--- src/rtl/uart_msg_tx.sv ---
// UART message transmitter: frames MSG_LEN bytes fetched by index from the parent and
// serialises them LSB first, either periodically with an idle gap or once per trigger.
module uart_msg_tx #(
    parameter int unsigned BAUD_DIV   = 10417,
    parameter int unsigned DATA_BITS  = 8,
    parameter int unsigned PARITY     = 0,
    parameter int unsigned STOP_BITS  = 1,
    parameter int unsigned MSG_LEN    = 16,
    parameter int unsigned GAP_CYCLES = 20000000,
    parameter int unsigned IDX_W      = 4
) (
    input  logic                 clk,
    input  logic                 rst,
    input  logic                 en,
    input  logic                 mode,
    input  logic                 trig,
    input  logic [DATA_BITS-1:0] byte_data,
    output logic [IDX_W-1:0]     byte_idx,
    output logic                 busy,
    output logic                 msg_done,
    output logic                 dout
);
    localparam int unsigned TW = $clog2(BAUD_DIV);
    localparam int unsigned BW = $clog2(DATA_BITS);
    localparam int unsigned GW = (GAP_CYCLES > 1) ? $clog2(GAP_CYCLES) : 1;

    localparam logic [TW-1:0]    T_LAST = TW'(BAUD_DIV - 1);
    localparam logic [TW-1:0]    T_PRE  = TW'(BAUD_DIV - 2);
    localparam logic [BW-1:0]    D_LAST = BW'(DATA_BITS - 1);
    localparam logic [BW-1:0]    S_LAST = BW'(STOP_BITS - 1);
    localparam logic [GW-1:0]    G_LAST = GW'(GAP_CYCLES - 1);
    localparam logic [IDX_W-1:0] I_LAST = IDX_W'(MSG_LEN - 1);

    typedef enum logic [2:0] {StIdle, StStart, StData, StPar, StStop, StGap} state_e;

    state_e               state;
    logic [TW-1:0]        timer;
    logic [BW-1:0]        bit_cnt;
    logic [GW-1:0]        gap_cnt;
    logic [DATA_BITS-1:0] shreg;
    logic                 par_bit;
    logic                 last_byte;
    logic                 mode_q;

    logic bit_end;
    logic stop_end;
    logic load;

    assign bit_end  = (timer == T_LAST);
    assign stop_end = (state == StStop) && bit_end && (bit_cnt == S_LAST);
    // Every path into a new frame shares one load: from IDLE, between bytes, or after the gap.
    assign load = en && (((state == StIdle) && (!mode || trig)) ||
                         (stop_end && !last_byte) ||
                         ((state == StGap) && (gap_cnt == G_LAST)));

    always_ff @(posedge clk) begin
        if (!rst) begin
            state     <= StIdle;
            timer     <= '0;
            bit_cnt   <= '0;
            gap_cnt   <= '0;
            shreg     <= '0;
            par_bit   <= 1'b0;
            last_byte <= 1'b0;
            mode_q    <= 1'b0;
            byte_idx  <= '0;
            busy      <= 1'b0;
            msg_done  <= 1'b0;
            dout      <= 1'b1;
        end else begin
            msg_done <= 1'b0;
            if (load) begin
                state   <= StStart;
                shreg   <= byte_data;
                par_bit <= (PARITY == 2) ? ^byte_data : ~^byte_data;
                timer   <= '0;
                bit_cnt <= '0;
                gap_cnt <= '0;
                busy    <= 1'b1;
                dout    <= 1'b0;
                if (state == StIdle) mode_q <= mode;
            end else begin
                unique case (state)
                    StIdle: begin
                        dout     <= 1'b1;
                        busy     <= 1'b0;
                        byte_idx <= '0;
                    end
                    StStart: begin
                        timer <= bit_end ? '0 : timer + 1'b1;
                        if (bit_end) begin
                            state <= StData;
                            dout  <= shreg[0];
                        end
                    end
                    StData: begin
                        timer <= bit_end ? '0 : timer + 1'b1;
                        if (bit_end) begin
                            if (bit_cnt == D_LAST) begin
                                bit_cnt   <= '0;
                                // Advance early so byte_data settles before the next latch.
                                last_byte <= (byte_idx == I_LAST);
                                byte_idx  <= (byte_idx == I_LAST) ? '0 : byte_idx + 1'b1;
                                if (PARITY != 0) begin
                                    state <= StPar;
                                    dout  <= par_bit;
                                end else begin
                                    state <= StStop;
                                    dout  <= 1'b1;
                                end
                            end else begin
                                bit_cnt <= bit_cnt + 1'b1;
                                dout    <= shreg[1];
                                shreg   <= shreg >> 1;
                            end
                        end
                    end
                    StPar: begin
                        timer <= bit_end ? '0 : timer + 1'b1;
                        if (bit_end) begin
                            state <= StStop;
                            dout  <= 1'b1;
                        end
                    end
                    StStop: begin
                        timer <= bit_end ? '0 : timer + 1'b1;
                        if ((timer == T_PRE) && (bit_cnt == S_LAST) && last_byte && en) begin
                            msg_done <= 1'b1;
                        end
                        if (stop_end) begin
                            bit_cnt  <= '0;
                            busy     <= 1'b0;
                            byte_idx <= '0;
                            state    <= (!en || mode_q) ? StIdle : StGap;
                        end else if (bit_end) begin
                            bit_cnt <= bit_cnt + 1'b1;
                        end
                    end
                    StGap: begin
                        if (!en) begin
                            state   <= StIdle;
                            gap_cnt <= '0;
                        end else begin
                            gap_cnt <= gap_cnt + 1'b1;
                        end
                    end
                    default: state <= StIdle;
                endcase
            end
        end
    end
endmodule

--- config.mk ---
export PLATFORM = sky130hd
export DESIGN_NAME = uart_msg_tx
export DESIGN_NICKNAME = d
export VERILOG_FILES = /design/src/rtl/uart_msg_tx.sv
export SDC_FILE = /design/constraint.sdc
export NUM_CORES = 1
export LEC_CHECK = 0
export ABC_AREA = 1
export BUFFER_PORTS_ARGS = -buffer_cell sky130_fd_sc_hd__buf_2
export CAP_MARGIN = 40
export CORE_MARGIN = 2
export CORE_UTILIZATION = 50
export DETAILED_ROUTE_END_ITERATION = 6
export PLACE_DENSITY = 0.67
export SYNTH_ARGS = -nofsm -noshare
export SYNTH_HDL_FRONTEND = slang
export SYNTH_SLANG_ARGS = --single-unit
--- constraint.sdc ---
create_clock -name clk -period 2.3 [get_ports clk]
set_input_delay 0 -clock clk [delete_from_list [all_inputs] [get_ports clk]]
set_output_delay 0 -clock clk [all_outputs]
set_load 0.01 [all_outputs]
# ---- After elaboration in Yosys (flattened, before gate mapping)
# Cells that the tools add are included.
dict set report word_totals {
  inputBits 13
  wordCells 116
  ff_bits 62
  out_inout_bits 7
}
dict set report classes {
  bitwise_logic 4
  n_reduce_logical 36
  eq_ne 25
  mux 35
  addsub 4
}
# op count
set op_table {}
lappend op_table {{2-to-1 mux 3 bit} 11}
lappend op_table {{2-to-1 mux 8 bit} 4}
lappend op_table {{equality test 14 bit, second input constant} 2}
lappend op_table {{adder 25 x 1 -> 25 bit, second input constant} 1}
lappend op_table {{equality test 25 bit, second input constant} 1}
lappend op_table {{2-to-1 mux 25 bit} 1}
lappend op_table {{inequality test 3 bit, second input constant} 7}
lappend op_table {{case mux 3 bit (6 select lines)} 1}
lappend op_table {{2-to-1 mux 4 bit} 4}
lappend op_table {{inequality test 2 bit, second input constant} 8}
lappend op_table {{adder 14 x 1 -> 14 bit, second input constant} 1}
lappend op_table {{2-to-1 mux 14 bit} 1}
lappend op_table {{AND reduction 7 bit} 2}
lappend op_table {{case mux 4 bit (3 select lines)} 1}
lappend op_table {{equality test 3 bit, second input constant} 3}
lappend op_table {{logical AND 1 bit} 9}
lappend op_table {{2-to-1 mux 1 bit} 9}
lappend op_table {{AND reduction 4 bit} 2}
lappend op_table {{equality test 3 x 2 -> 1 bit, second input constant} 2}
lappend op_table {{zero test 3 bit} 2}
lappend op_table {{case mux 3 bit (2 select lines)} 1}
lappend op_table {{AND reduction 3 bit} 2}
lappend op_table {{nonzero test 2 bit} 3}
lappend op_table {{nonzero test 3 bit} 2}
lappend op_table {{15 further kinds} 24}

# ---- Logic depth before layout (Yosys ltp)
dict set report logic_depth {
  depth_word 9
  mapped_depth 15
  depth_no_buf 13
}

# ---- Worst setup path after synthesis
# Ideal clock, no wire load.
dict set report synth_timing {
  path_type {reg2reg}
  from {reg gap_cnt[0]}
  to {reg shreg[3]}
  t_arrival_ps 1567
  t_required_ps 2183
  setup_time_ps 117
  setup_slack_ps 616
  path_stages_with_launch 14
  n_path_buf 1
  period_less_slack_ps 1684
  path_cell_list {dfxtp_1 ha_1 nand2_1 nor2_2 nand2_2 nor2_1 nand2_1 nand3_4 nand2_2 buf_6 nand2_2 inv_1 nor2_1 nor2_1}
}
dict set report synth_via {
  elab_chain_len 6
  word_cells_on_any_way 9
  cone_classes {eq/ne: 2; mux: 1; reduce/logical: 6}
}
# element line_no
set synth_rtl {}
lappend synth_rtl {{start: declaration} 39} ;# logic [GW-1:0] gap_cnt;
lappend synth_rtl {{start signal: assignment} 144} ;# gap_cnt <= gap_cnt + 1'b1;
lappend synth_rtl {{equality test 25 bit *} 54} ;# ((state == StGap) && (gap_cnt == G_LAST)));
lappend synth_rtl {{logical AND 1 bit *} 54}
lappend synth_rtl {{logical OR 1 bit *} 53} ;# (stop_end && !last_byte) ||
lappend synth_rtl {{logical AND 1 bit *} 52} ;# assign load = en && (((state == StIdle) && (!mode || trig)) ||
lappend synth_rtl {{inequality test 2 bit (no line) / nonzero test 2 bit (equally long branches)} -}
lappend synth_rtl {{AND reduction 3 bit (no line)} -}
lappend synth_rtl {{end signal: assignment} 74} ;# shreg <= byte_data;
lappend synth_rtl {{end signal: assignment} 114} ;# shreg <= shreg >> 1;
lappend synth_rtl {{end: declaration} 40} ;# logic [DATA_BITS-1:0] shreg;
# Mark *: on every way between the ends. The rest lies on a longest branch, timed or not.
# A chain may end at the register's enable or synchronous reset.

# ---- Final worst setup path
dict set report layout_timing {
  from {reg gap_cnt[1]}
  to {reg byte_idx[0]}
}
dict set report layout_via {
  elab_chain_len 6
}
# element line_no
set layout_rtl {}
lappend layout_rtl {{equality test 25 bit} 54}
lappend layout_rtl {{logical AND 1 bit} 54}
lappend layout_rtl {{logical OR 1 bit} 53}
lappend layout_rtl {{logical AND 1 bit} 52}
lappend layout_rtl {{NOT 1 bit (no line)} -}
lappend layout_rtl {{AND reduction 5 bit (no line)} -}
lappend layout_rtl {{end signal: assignment} 103} ;# byte_idx <= (byte_idx == I_LAST) ? '0 : byte_idx + 1'b1;
lappend layout_rtl {{end: declaration} 18} ;# output logic [IDX_W-1:0] byte_idx,
# No other way between the ends.

==> run summary <==
Finished Layout Cells -> 663
initial antenna violation count -> 0
post-CTS setup buffers -> 0
utilization after layout -> 59.3%
Final Hold Viols -> 0
Avg Inst Size Synth -> 6.75 um2
Layout area overhead -> 13.6%
first-pass GRT wire length -> 14200 um
RSZ-0062 raised after global routing -> no
placer congestion estimate -> 0.872
Clock Skew -> 0.00836 ns
CTS clk-pin slew, worst paths -> 0.07 ns
# placed instances -> 640
routed wire length -> 8230 um
Worst Hold Class -> input pin to register
Slew Viols, Final -> 0
Max Cap Viol -> 0
period utilization -> 90.4%
# resized after CTS -> 0
H-tree Lvls -> 3
Synth Register Bits -> 62
post-synthesis cell type count -> 45
worst r2r dst -> byte_idx[0]$_SDFFE_PN0P_
worst-margin pin slew -> 0.544 ns
Post-Layout Inst Area -> 4080 um2
total clock sinks -> 62
FF-to-FF path depth -> 13
crit-path max FO -> 13
RR Startpoint -> gap_cnt[1]$_SDFFE_PP0P_
ANT cells -> 0
Ports -> 20
TNS Setup -> 0 ns
worst slack at placement -> 0.242 ns
multi-input logic area -> 2020 um2
clk buf depth -> 2
outcome -> complete, no violations
Final nets -> 582
CTS buffer count -> 9
syn nets -> 552
Site Rows -> 30
FMAX -> 0.481 GHz
Fillers -> 673
core area -> 6870 um2
Register Area -> 1240 um2
Skew-Pair Late Insertion Delay -> 0.34 ns
CTS tree -> built
DR vias/cell -> 5.23
Syn Std Cell Area -> 3590 um2
CP Data Arrival Time -> 2.32 ns
Setup-failing EPs final -> 0
CP Class -> register to register
end point of the critical path -> byte_idx[0]$_SDFFE_PN0P_
starting density of the core -> 52.2%
root buf cell -> clkbuf_8
die width -> 88.7 um
die extent in y -> 88.7 um
Avg WL per Cell -> 12.4 um
Yosys top cell by area -> dfxtp_1
Worst setup EP type -> register
EDFF count, synth -> 0
Async S/R FF share, synth -> 0%
sequential area share after synthesis -> 34.6%
hpwl dp -> 6030 um
DRT iter0 DRCs -> 131
GRT Total Usage -> 23.1%
PnR worst setup slack -> 0.222 ns
DRC viols -> 0
port buffer count -> 19
CP Launch Type -> register
GRT Residual Overflow -> 0
fin crit period -> 2.08 ns
vias -> 3470
Ys Warns -> 0
total power -> 2.61 mW
die area -> 7870 um2
peak supply drop -> 0.407 mV
Power Dens Cells -> 641 nW/um2
Leakage Power -> 1.63 nW
dpl cell area -> 3790 um2
antenna-violating nets left -> 0
Max-slew headroom -> 63.4%
top_reg_cell synth -> dfxtp_1
Reg2Reg Setup Slack -> 0.22 ns
CP required -> 2.54 ns
Fin Hold WS -> 0.0250 ns
share of cells above drive strength 1 -> 15.2%
top cells by area, synth -> dfxtp_1 (35%), nand2_1 (12%), nor2_1 (7.6%), inv_1 (6.4%), nand3_1 (5.9%)
vias in the first global route -> 3154
worst setup path start -> gap_cnt[1]$_SDFFE_PP0P_
post-synth top area share -> 34.6%
largest net degree at the start of global routing -> 36
Cells after Synth -> 532
drt pass-1 iters -> 5
==> metal layers <==
| metal | global-route usage, % | share of wire, % | vias to the layer above |
|---|---|---|---|
| met5 | 0 | 0 | - |
| met4 | 9.50 | 1.1 | 0 |
| met3 | 4.10 | 5.0 | 7 |
| met2 | 36.0 | 46 | 80 |
| met1 | 31.5 | 48 | 1579 |
| li1 | - | - | 1804 |
==> layout make-up <==
type | instances | share of cell area [%]
multi-input combinational | 389 | 49.5
sequential | 62 | 30.5
inverter | 69 | 6.48
timing repair buffer | 31 | 5.28
clock buffer | 13 | 4.39
tap | 96 | 2.95
clock inverter | 3 | 0.982
==> synthesized netlist by cell type, types with 9 or more instances <==
cell	count
nor2_1	73
o21ai_0	15
nor2_2	9
dfxtp_1	62
a21oi_1	39
inv_1	61
nand2_2	9
nand3_1	42
nand2_1	111
nor3_1	13
a211oi_1	9
==> repair_timing <==
| action | in CTS | in global routing |
|---|---|---|
| setup endpoints to repair | 0 | 0 |
| hold endpoints to repair | 7 | 0 |
| hold buffers | 7 | 0 |
==> sequential cells by signal, indices dropped and copies added (netlist names) <==
signal / flops
gap_cnt: 25
byte_idx: 4
dout: 1
busy: 1
bit_cnt: 3
timer: 14
last_byte: 1
msg_done: 1
mode_q: 1
shreg: 8
state: 3
==> cells by family after synthesis <==
| kind of cell | count (synthesis) | share of synthesized area, % |
|---|---|---|
| adders and majority gates | 7 | 2.44 |
| AOI/OAI and AO/OA | 84 | 13.4 |
| buffers and inverters | 81 | 9.24 |
| DFF | 62 | 34.6 |
| xor gates and xnor gates | 6 | 1.46 |
| and+or+nand+nor | 292 | 38.9 |
==> power by group <==
part	switching [mW]	total, mW	internal, mW
sequential	0.0408	1.16	1.12
combinational	0.262	0.408	0.146
clock	0.427	1.04	0.616
total	0.730	2.61	1.88
==> worst max-delay path, stage by stage (launching register included) <==
cell	delay (ns)
dfxtp_1	0.37
ha_1	0.18
nand2_1	0.10
nor2_2	0.18
nand2_2	0.13
nor2_1	0.13
nand2_1	0.11
nand3_4	0.12
nand2_2	0.16
buf_4	0.24
nand2_4	0.09
inv_2	0.04
nor2_1	0.08
nor2_1	0.05
==> worst min-delay path by stage <==
stage                            start               endpoint  slack [ns]  cells past startpoint
after floorplan           byte_data[7]  shreg[7]$_SDFFE_PN0P_        0.15                      2
after global placement    byte_data[7]  shreg[7]$_SDFFE_PN0P_        0.25                      3
after detailed placement  byte_data[7]  shreg[7]$_SDFFE_PN0P_        0.26                      3
after CTS                 byte_data[2]  shreg[2]$_SDFFE_PN0P_        0.01                      5
after global routing      byte_data[2]  shreg[2]$_SDFFE_PN0P_        0.04                      5
final                     byte_data[2]  shreg[2]$_SDFFE_PN0P_        0.03                      5
==> layout by cell type (no fill, tap or decap), types with 2 or more instances in the layout <==
master,count
o22ai_1,2
buf_4,4
a21oi_1,39
nand3_4,2
inv_2,6
dlygate4sd3_1,7
inv_1,61
nor2_2,9
and3_1,2
nand2_2,9
nand4_1,7
nor4_1,2
buf_2,19
nor3b_2,3
a22oi_1,7
or2_2,5
clkbuf_8,13
nand3_1,42
nor3_2,2
a211oi_1,9
dfxtp_1,62
nand2_1,111
o21ai_1,6
nor2_1,73
ha_1,7
nor2_4,2
xor2_1,4
o21ai_2,2
xnor2_1,2
nor3b_1,3
o21ai_0,15
clkinv_2,2
nor3_1,13
Note: power is estimated with default switching activity, not from simulation.
